[config.mk]
export PLATFORM = sky130hd
export DESIGN_NAME = hall_call_dispatcher
export DESIGN_NICKNAME = d
export VERILOG_FILES = /design/src/rtl/hall_call_dispatcher.sv
export SDC_FILE = /design/constraint.sdc
export NUM_CORES = 1
export LEC_CHECK = 0
export CORE_AREA = 8 8 81 154
export CTS_BUF_LIST = sky130_fd_sc_hd__clkbuf_8
export DETAILED_ROUTE_END_ITERATION = 12
export DIE_AREA = 0 0 89 162
export PLACE_DENSITY = 0.61
export RECOVER_POWER = 25
export SYNTH_ARGS = -nofsm -noshare
export SYNTH_HDL_FRONTEND = slang
export SYNTH_SLANG_ARGS = --single-unit
[constraint.sdc]
create_clock -name clk -period 4.33 [get_ports clk]
set_clock_uncertainty 0.05 [all_clocks]
set_input_delay 0.6495 -clock clk [delete_from_list [all_inputs] [get_ports clk]]
set_output_delay 0.6495 -clock clk [all_outputs]
set_load 0.01 [all_outputs]
[src/rtl/hall_call_dispatcher.sv]
// hall_call_dispatcher
//   Latches hall-call button presses into sticky pending slots, picks them one
//   at a time in round-robin order, asks the lift selector which car should
//   take the call, and offers the call to that car over a valid/ready handshake.
//   A call whose query returns no lift backs off and is retried later.
//
// Ports
//   clk, reset                : clock, asynchronous active-high reset
//   hall_up / hall_dn         : per-floor button pulses (top up / bottom down unused)
//   req_valid/req_floor/
//   req_direction             : query to the selector (direction 1 = up)
//   selected_lift             : selector answer, 01 = L1, 10 = L2, else none
//   assign_valid_L1/L2,
//   assign_ready_L1/L2        : assignment handshake per lift
//   assign_floor/assign_dir   : offered call, shared by both lifts
//   pending_up / pending_dn   : hall-lamp state
//   busy                      : dispatcher is not idle
module hall_call_dispatcher #(
  parameter int NUM_FLOORS   = 8,
  parameter int FLOOR_W      = 3,
  parameter int RETRY_CYCLES = 4
) (
  input  logic                  clk,
  input  logic                  reset,
  input  logic [NUM_FLOORS-1:0] hall_up,
  input  logic [NUM_FLOORS-1:0] hall_dn,
  output logic                  req_valid,
  output logic [FLOOR_W-1:0]    req_floor,
  output logic                  req_direction,
  input  logic [1:0]            selected_lift,
  output logic                  assign_valid_L1,
  output logic                  assign_valid_L2,
  input  logic                  assign_ready_L1,
  input  logic                  assign_ready_L2,
  output logic [FLOOR_W-1:0]    assign_floor,
  output logic                  assign_dir,
  output logic [NUM_FLOORS-1:0] pending_up,
  output logic [NUM_FLOORS-1:0] pending_dn,
  output logic                  busy
);

  // Slot index: low half are up calls, high half are down calls.
  localparam int NUM_SLOTS = 2 * NUM_FLOORS;
  localparam int SLOT_W    = FLOOR_W + 1;
  localparam logic [3:0] BACKOFF_LAST = 4'(RETRY_CYCLES - 1);

  typedef enum logic [2:0] {
    IDLE,
    QUERY,
    ISSUE1,
    ISSUE2,
    BACKOFF
  } state_t;

  state_t                state, next_state;
  logic [NUM_SLOTS-1:0]  pending;
  logic [NUM_SLOTS-1:0]  set_mask, clr_mask;
  logic [NUM_FLOORS-1:0] up_mask, dn_mask;
  logic [SLOT_W-1:0]     scan_ptr, cur_slot, chosen_slot, scan_idx;
  logic                  any_pending, found, handshake;
  logic [3:0]            backoff_cnt;
  logic [FLOOR_W-1:0]    cur_floor;
  logic                  cur_dir;

  assign cur_floor   = cur_slot[FLOOR_W-1:0];
  assign cur_dir     = ~cur_slot[FLOOR_W];
  assign any_pending = |pending;
  assign handshake   = (state == ISSUE1 && assign_ready_L1) ||
                       (state == ISSUE2 && assign_ready_L2);

  // Button masks: no up call from the top floor, no down call from the bottom.
  // NOTE: every signal written in always_comb gets a default first, so no path
  // leaves it unassigned and no latch is inferred.
  always_comb begin
    up_mask                 = hall_up;
    up_mask[NUM_FLOORS-1]   = 1'b0;
    dn_mask                 = hall_dn;
    dn_mask[0]              = 1'b0;
    set_mask                = {dn_mask, up_mask};
    clr_mask                = '0;
    if (handshake) clr_mask[cur_slot] = 1'b1;
  end

  // Round-robin scan: first pending slot at or after the pointer. The slot
  // index is exactly SLOT_W bits wide, so the addition wraps modulo NUM_SLOTS.
  always_comb begin
    chosen_slot = '0;
    found       = 1'b0;
    scan_idx    = '0;
    for (int k = 0; k < NUM_SLOTS; k++) begin
      scan_idx = scan_ptr + SLOT_W'(k);
      if (!found && pending[scan_idx]) begin
        chosen_slot = scan_idx;
        found       = 1'b1;
      end
    end
  end

  // State register.
  // NOTE: the reset is asynchronous, so the valid outputs decoded from state
  // drop as soon as reset rises rather than at the next clock edge.
  always_ff @(posedge clk or posedge reset) begin
    if (reset) state <= IDLE;
    else       state <= next_state;
  end

  // Next-state logic.
  always_comb begin
    next_state = state;
    unique case (state)
      IDLE:    if (any_pending) next_state = QUERY;
      QUERY: begin
        case (selected_lift)
          2'b01:   next_state = ISSUE1;
          2'b10:   next_state = ISSUE2;
          default: next_state = BACKOFF;
        endcase
      end
      ISSUE1:  if (assign_ready_L1) next_state = IDLE;
      ISSUE2:  if (assign_ready_L2) next_state = IDLE;
      BACKOFF: if (backoff_cnt == BACKOFF_LAST) next_state = IDLE;
      default: next_state = IDLE;
    endcase
  end

  // Pending slots, scan pointer, current call and back-off counter.
  // Set is applied after clear, so a press on the handshake edge keeps the call.
  // NOTE: sequential state uses non-blocking assignments so every register
  // samples the pre-edge values regardless of statement order.
  always_ff @(posedge clk or posedge reset) begin
    if (reset) begin
      pending     <= '0;
      scan_ptr    <= '0;
      cur_slot    <= '0;
      backoff_cnt <= '0;
    end else begin
      pending <= (pending & ~clr_mask) | set_mask;
      if (state == IDLE && any_pending) begin
        cur_slot <= chosen_slot;
        scan_ptr <= chosen_slot + 1'b1;
      end
      if (state == BACKOFF) backoff_cnt <= backoff_cnt + 1'b1;
      else                  backoff_cnt <= '0;
    end
  end

  // Output decode.
  always_comb begin
    req_valid       = 1'b0;
    req_floor       = '0;
    req_direction   = 1'b0;
    assign_valid_L1 = 1'b0;
    assign_valid_L2 = 1'b0;
    assign_floor    = '0;
    assign_dir      = 1'b0;
    unique case (state)
      QUERY: begin
        req_valid     = 1'b1;
        req_floor     = cur_floor;
        req_direction = cur_dir;
      end
      ISSUE1: begin
        assign_valid_L1 = 1'b1;
        assign_floor    = cur_floor;
        assign_dir      = cur_dir;
      end
      ISSUE2: begin
        assign_valid_L2 = 1'b1;
        assign_floor    = cur_floor;
        assign_dir      = cur_dir;
      end
      default: ;
    endcase
  end

  assign busy       = (state != IDLE);
  assign pending_up = pending[NUM_FLOORS-1:0];
  assign pending_dn = pending[NUM_SLOTS-1:NUM_FLOORS];

endmodule
==> flow_summary.json, run 1 <==
{
  "grt_max_degree": 23,
  "fin_util": 0.4801,
  "met2_usage": 0.4150,
  "grt_pass1_wl_um": 24090,
  "cp-end-kind": "flop",
  "synth_warnings": 0,
  "yosys-top-cells-count": "nand2_1 (51), dfrtp_1 (31), nor2_1 (27), mux4_2 (26)",
  "hp-class": "flop to flop",
  "grt_use_met3": 0.01974,
  "port-buffer-count": 47,
  "start_util": 0.3883,
  "synth_top_cell_area_share": 0.1907,
  "grt_pass1_vias": 4348,
  "viasPerCell": 6.198,
  "crit_arrival_ns": 4.19,
  "hold_buffers": 0,
  "critPathKind": "flop to flop",
  "cp-start-kind": "flop",
  "use_met1": 0.2061,
  "clk_latency_ns": 0.28,
  "syn_avg_cell_area_um2": 9.103,
  "drt_iter0_drc": 240,
  "rsz0062_at_grt": "false",
  "rrSetupSlack_ns": 0.24,
  "cts-root-buf": "clkbuf_8",
  "synthCells": 447,
  "critPathRequiredTime_ns": 4.44,
  "dieHeight_um": 162,
  "die-area_um2": 14420,
  "vdd.ir_drop.worst_mv": 0.3706,
  "drcViolationCount": 0,
  "worstMarginPinSlew_ns": 0.8482,
  "outcome": "finished clean",
  "fin_nets": 556,
  "hpwl_um": 12180,
  "clockBufferDepth": 2,
  "dieWidth_um": 89,
  "seq_area_frac_synth": 0.1907,
  "power_density_nw_per_um2": 759.5,
  "wl_um": 15270,
  "synth_area_leaders": "dfrtp_1 (19%), mux4_2 (14%), mux2_2 (6.9%)",
  "first_pass_iters": 8,
  "relSlewSlack": 0.4339,
  "finalCritPeriodShare": 0.9438,
  "global_route.overflow_total": 0,
  "synthToLayoutAreaGrowth_pct": 23.62,
  "place.gp.congestion": 1.054,
  "setup_viol": 0,
  "cts_resized": 0,
  "clk_pin_slew_ns": 0.06,
  "yosysMostFrequentCell": "nand2_1",
  "synth_top_area_cell": "dfrtp_1",
  "ctsHtreeMaxLevel": 2,
  "ys_ff_latch": 31,
  "cts_setup_buffers": 0,
  "fmax_mhz": 244.7,
  "finalSetupTns_ns": 0,
  "cts.sinks": 31,
  "cts_tree": "yes",
  "num_io_pins": 50,
  "synth-edff-count": 0,
  "design_area_um2": 5030,
  "hold_viol": 0,
  "synth.distinct_cells": 73,
  "worst-path-max-fanout": 17,
  "numCtsBuffers": 5,
  "min_period_ns": 4.087,
  "grt.total_usage": 0.2223,
  "synthArstFlopShare": 1.000,
  "vias": 4091,
  "grt_antenna_before_repair": 0,
  "fp-row-count": 53,
  "diodes": 0,
  "busiest_layer": "met2",
  "dpl_cell_area_um2": 4952,
  "maxCapViolations": 0,
  "post_drt_wl_per_cell_um": 23.14,
  "core_um2": 10480,
  "final_layout_size_suffix_gt1_frac": 0.2352,
  "synthFlopType": "dfrtp_1",
  "synth_area_um2": 4069,
  "syn_nets": 479,
  "ant_nets": 0,
  "leakage_nw": 1.908,
  "drv_slew": 0
}
cell families after synthesis:
family,after synthesis,synth area share
AND/OR/NAND/NOR,160,0.2079
AO/OA/AOI/OAI,111,0.1904
multiplexers,81,0.3032
buffers and inverters,39,0.04305
flip-flops,31,0.1907
XOR/XNOR,15,0.03413
adder cells (fa/ha/maj),10,0.03075
state kept, by name, indices dropped and copies added (netlist names):
signal and flops:
cur_slot 4, scan_ptr 4, backoff_cnt 4, pending 16
state 3
path summary, 6_finish.rpt:
check                                 end  cells past startpoint           start
max in group asynchronous  backoff_cnt[2]                      3           reset
setup reg to reg              scan_ptr[2]                     14     scan_ptr[0]
setup / recovery              scan_ptr[2]                     14     scan_ptr[0]
min in group asynchronous      pending[6]                      2           reset
hold reg to reg            backoff_cnt[0]                      1  backoff_cnt[0]
hold / removal             backoff_cnt[0]                      1  backoff_cnt[0]
metal layers:
layer,vias up,part of all wire,wire length [µm]
met5,-,0,0
met4,0,0.085,1297
met3,61,0.035,532
met2,164,0.55,8391
met1,2009,0.33,5049
li1,1857,-,-
cells in the final DEF (no fill, tap or decap), types with 4 or more instances in the layout:
master	Yosys	final
dfrtp_1	31	31
mux2_2	25	25
a31oi_1	6	6
and2_1	10	10
nor4_1	4	4
nor3b_1	6	6
inv_1	12	13
nand2_1	51	51
nand4_1	7	7
nor2_1	27	27
mux4_2	26	26
o22ai_1	4	4
xor2_1	4	4
nor2b_1	10	10
xnor2_1	10	10
nor3_1	6	6
clkdlybuf4s50_1	0	46
a211oi_1	5	5
a21oi_1	21	21
o21ai_0	17	17
nand3_1	11	11
nand2b_1	5	5
ha_1	10	8
buf_4	2	47
a21o_1	17	17
clkbuf_8	0	5
a21boi_0	6	6
or2_2	4	4
mux2i_1	25	25
critical path: stages, from the launching register on:
cell	delay, ns
dfrtp_1	0.38
buf_4	0.22
ha_1	0.27
buf_4	0.18
xnor2_1	0.22
mux2_2	0.42
a2bb2oi_1	0.25
o211ai_2	0.21
or4_1	0.63
a311o_1	0.38
o2111a_1	0.18
a21oi_2	0.16
ha_1	0.20
xnor2_1	0.11
o21ai_0	0.08
area by class of cell:
cell class / count / area (µm²)
Clock buffer: 5 / 68.82
Clock inverter: 1 / 3.754
Fill cell: 1109 / 5448
Inverter: 15 / 56.30
Multi-Input combinational cell: 377 / 3131
Sequential cell: 31 / 775.7
Tap cell: 137 / 171.4
Timing Repair Buffer: 94 / 823.3
where the power goes:
part	switching (mW)	total, mW	internal (mW)
Clock	0.102	0.207	0.104
Combinational	1.73	3.15	1.42
Sequential	0.118	0.463	0.345
through the flow:
stage          power, mW  hold slack [ns]  setup WS, ns  instances
4_1_cts            3.788           0.4184        0.1503        660
5_1_grt            4.086           0.4269       0.03676        660
2_1_floorplan      2.542           0.3825      0.009429        447
3_3_place_gp       3.535           0.3960        0.1814        654
3_5_place_dp       3.562           0.4098        0.1692        654
6_report           3.820           0.4116        0.2435        660
No activity file was read; power rests on OpenSTA's default activity.
==> inputs of run 2 (changes only) <==
Settings changed: GPL_ROUTABILITY_DRIVEN set to 0.
==> run 2 against run 1 <==
  * The run now ends with max-capacitance violations, max-slew violations left
  * Largest cell class unchanged
  * Via count down 1.7%
  * Setup slack improved by 0.044 ns
  * Critical path type unchanged
  * Non-clock buffer count is 7 lower
  * Core utilization is 0.42 points lower
  * Critical endpoint unchanged
  * Routed wire length shrank 0.77%
  * Global-route usage shrank 0.20 points
  * Count of clock-buffer cells in the layout rose by 1
  * Combinational power about the same
==> flow_summary.json, run 2 (same netlist as run 1, synthesis figures left out) <==
{
  "finalSetupTns_ns": 0,
  "pre_cts_ws_ns": 0.1353,
  "ant_nets": 0,
  "first_pass_iters": 5,
  "setup_viol": 0,
  "largest_reg_flops": 16,
  "power_density_nw_per_um2": 769.7,
  "cts_setup_buffers": 0,
  "cts.sinks": 31,
  "rr_worst_depth": 13,
  "min_period_ns": 4.042,
  "crit_path_end": "scan_ptr[2]",
  "violations": "max-capacitance violations, max-slew violations",
  "crit_arrival_ns": 4.16,
  "grt_max_degree": 32,
  "post_drt_wl_per_cell_um": 23.17,
  "die-area_um2": 14420,
  "diodes": 0,
  "cp-startpoint": "scan_ptr[0]",
  "relSlewSlack": -0.1328,
  "final_common_cell": "nand2_1",
  "wl_um": 15150,
  "power.total_mw": 3.838,
  "drv_slew": 32,
  "synthToLayoutAreaGrowth_pct": 22.54,
  "final_cell_mix": "nand2_1 (51), clkdlybuf4s50_1 (46), buf_4 (39)",
  "vias": 4022,
  "dieWidth_um": 89,
  "critPathRequiredTime_ns": 4.45,
  "num_io_pins": 50,
  "grt.total_usage": 0.2203,
  "grt_pass1_wl_um": 23840,
  "grt_pass1_vias": 4316,
  "timing.rr.start": "scan_ptr[0]",
  "final_layout_size_suffix_gt1_frac": 0.2244,
  "cts_tree": "yes",
  "drt_iter0_drc": 288,
  "hold_viol": 0,
  "fmax_mhz": 247.4,
  "leakage_nw": 1.878,
  "finalCritPeriodShare": 0.9336,
  "hpwl_um": 12000,
  "cp-start-kind": "flop",
  "viasPerCell": 6.150,
  "worst-path-max-fanout": 14,
  "numCtsBuffers": 5,
  "ctsHtreeMaxLevel": 2,
  "critPathKind": "flop to flop",
  "rrSetupSlack_ns": 0.29,
  "top_register": "pending",
  "fin_nets": 549,
  "cts-root-buf": "clkbuf_8",
  "hold_buffers": 0,
  "global_route.overflow_total": 0,
  "cp-end-kind": "flop",
  "fin_ws_ns": 0.2876,
  "vdd.ir_drop.worst_mv": 0.3734,
  "dieHeight_um": 162,
  "core_um2": 10480,
  "worstMarginPinSlew_ns": 1.699,
  "maxCapViolations": 1,
  "drcViolationCount": 0,
  "rsz0062_at_grt": "false",
  "rr_endpoint": "scan_ptr[2]",
  "clockBufferDepth": 2,
  "port-buffer-count": 47,
  "holdWs_ns": 0.4228,
  "clk_pin_slew_ns": 0.06,
  "fp-row-count": 53,
  "outcome": "complete, but fails checks",
  "hp-class": "flop to flop",
  "clk_latency_ns": 0.29,
  "start_util": 0.3883,
  "grt_antenna_before_repair": 0
}
==> run 2: final cells by class <==
type	count	area [µm²]
flip-flops and latches	31	775.7
well taps	137	171.4
repair buffers	87	767.0
inverters	15	56.30
clock buffers	6	82.58
multi-input cells	377	3128
clock inverters	1	5.005
fillers	1049	5492
==> run 2: worst min-delay path by stage <==
stage                         from              to  cells after the start
detailed placement  backoff_cnt[0]  backoff_cnt[0]                      1
finish              backoff_cnt[0]  backoff_cnt[0]                      1
CTS                 backoff_cnt[0]  backoff_cnt[0]                      1
global placement    backoff_cnt[0]  backoff_cnt[0]                      1
floorplan           backoff_cnt[0]  backoff_cnt[0]                      1
global route        backoff_cnt[0]  backoff_cnt[0]                      1
==> run 2: metrics by stage <==
step             util  instances  instance area, µm²
2_1_floorplan       -        447                4080
3_3_place_gp   0.4676        647                4900
3_5_place_dp   0.4676        647                4900
4_1_cts        0.4760        654                4987
5_1_grt        0.4759        654                4986
6_report       0.4759        654                4986
==> run 2: per-layer routing <==
| metal | up-vias | GRT usage | routed length (µm) |
|---|---|---|---|
| li1 | 1852 | - | - |
| met1 | 1922 | 0.2048 | 4972 |
| met4 | 0 | 0.1884 | 1329 |
| met2 | 179 | 0.3940 | 8184 |
| met3 | 69 | 0.03644 | 667 |
| met5 | - | 0 | 0 |
==> run 2: critical path: stages (launching register included) <==
cell and delay [ns]:
dfrtp_1 0.35, inv_1 0.06, ha_2 0.53, mux2_2 0.42, mux2_2 0.30, a32oi_2 0.35
o211ai_2 0.26, or4_1 0.60, a311o_1 0.29, o2111a_1 0.14, a21oi_2 0.15, ha_1 0.18
xnor2_1 0.12, o21ai_0 0.09
==> run 2: what timing repair did <==
item | CTS | global route
endpoints found under the hold margin | 0 | 0
resized for setup | 0 | 1
setup endpoints to repair | 0 | 4
==> run 2: power by group <==
group / switching, mW / internal (mW)
Clock: 0.108 / 0.124
Combinational: 1.76 / 1.38
Sequential: 0.115 / 0.345
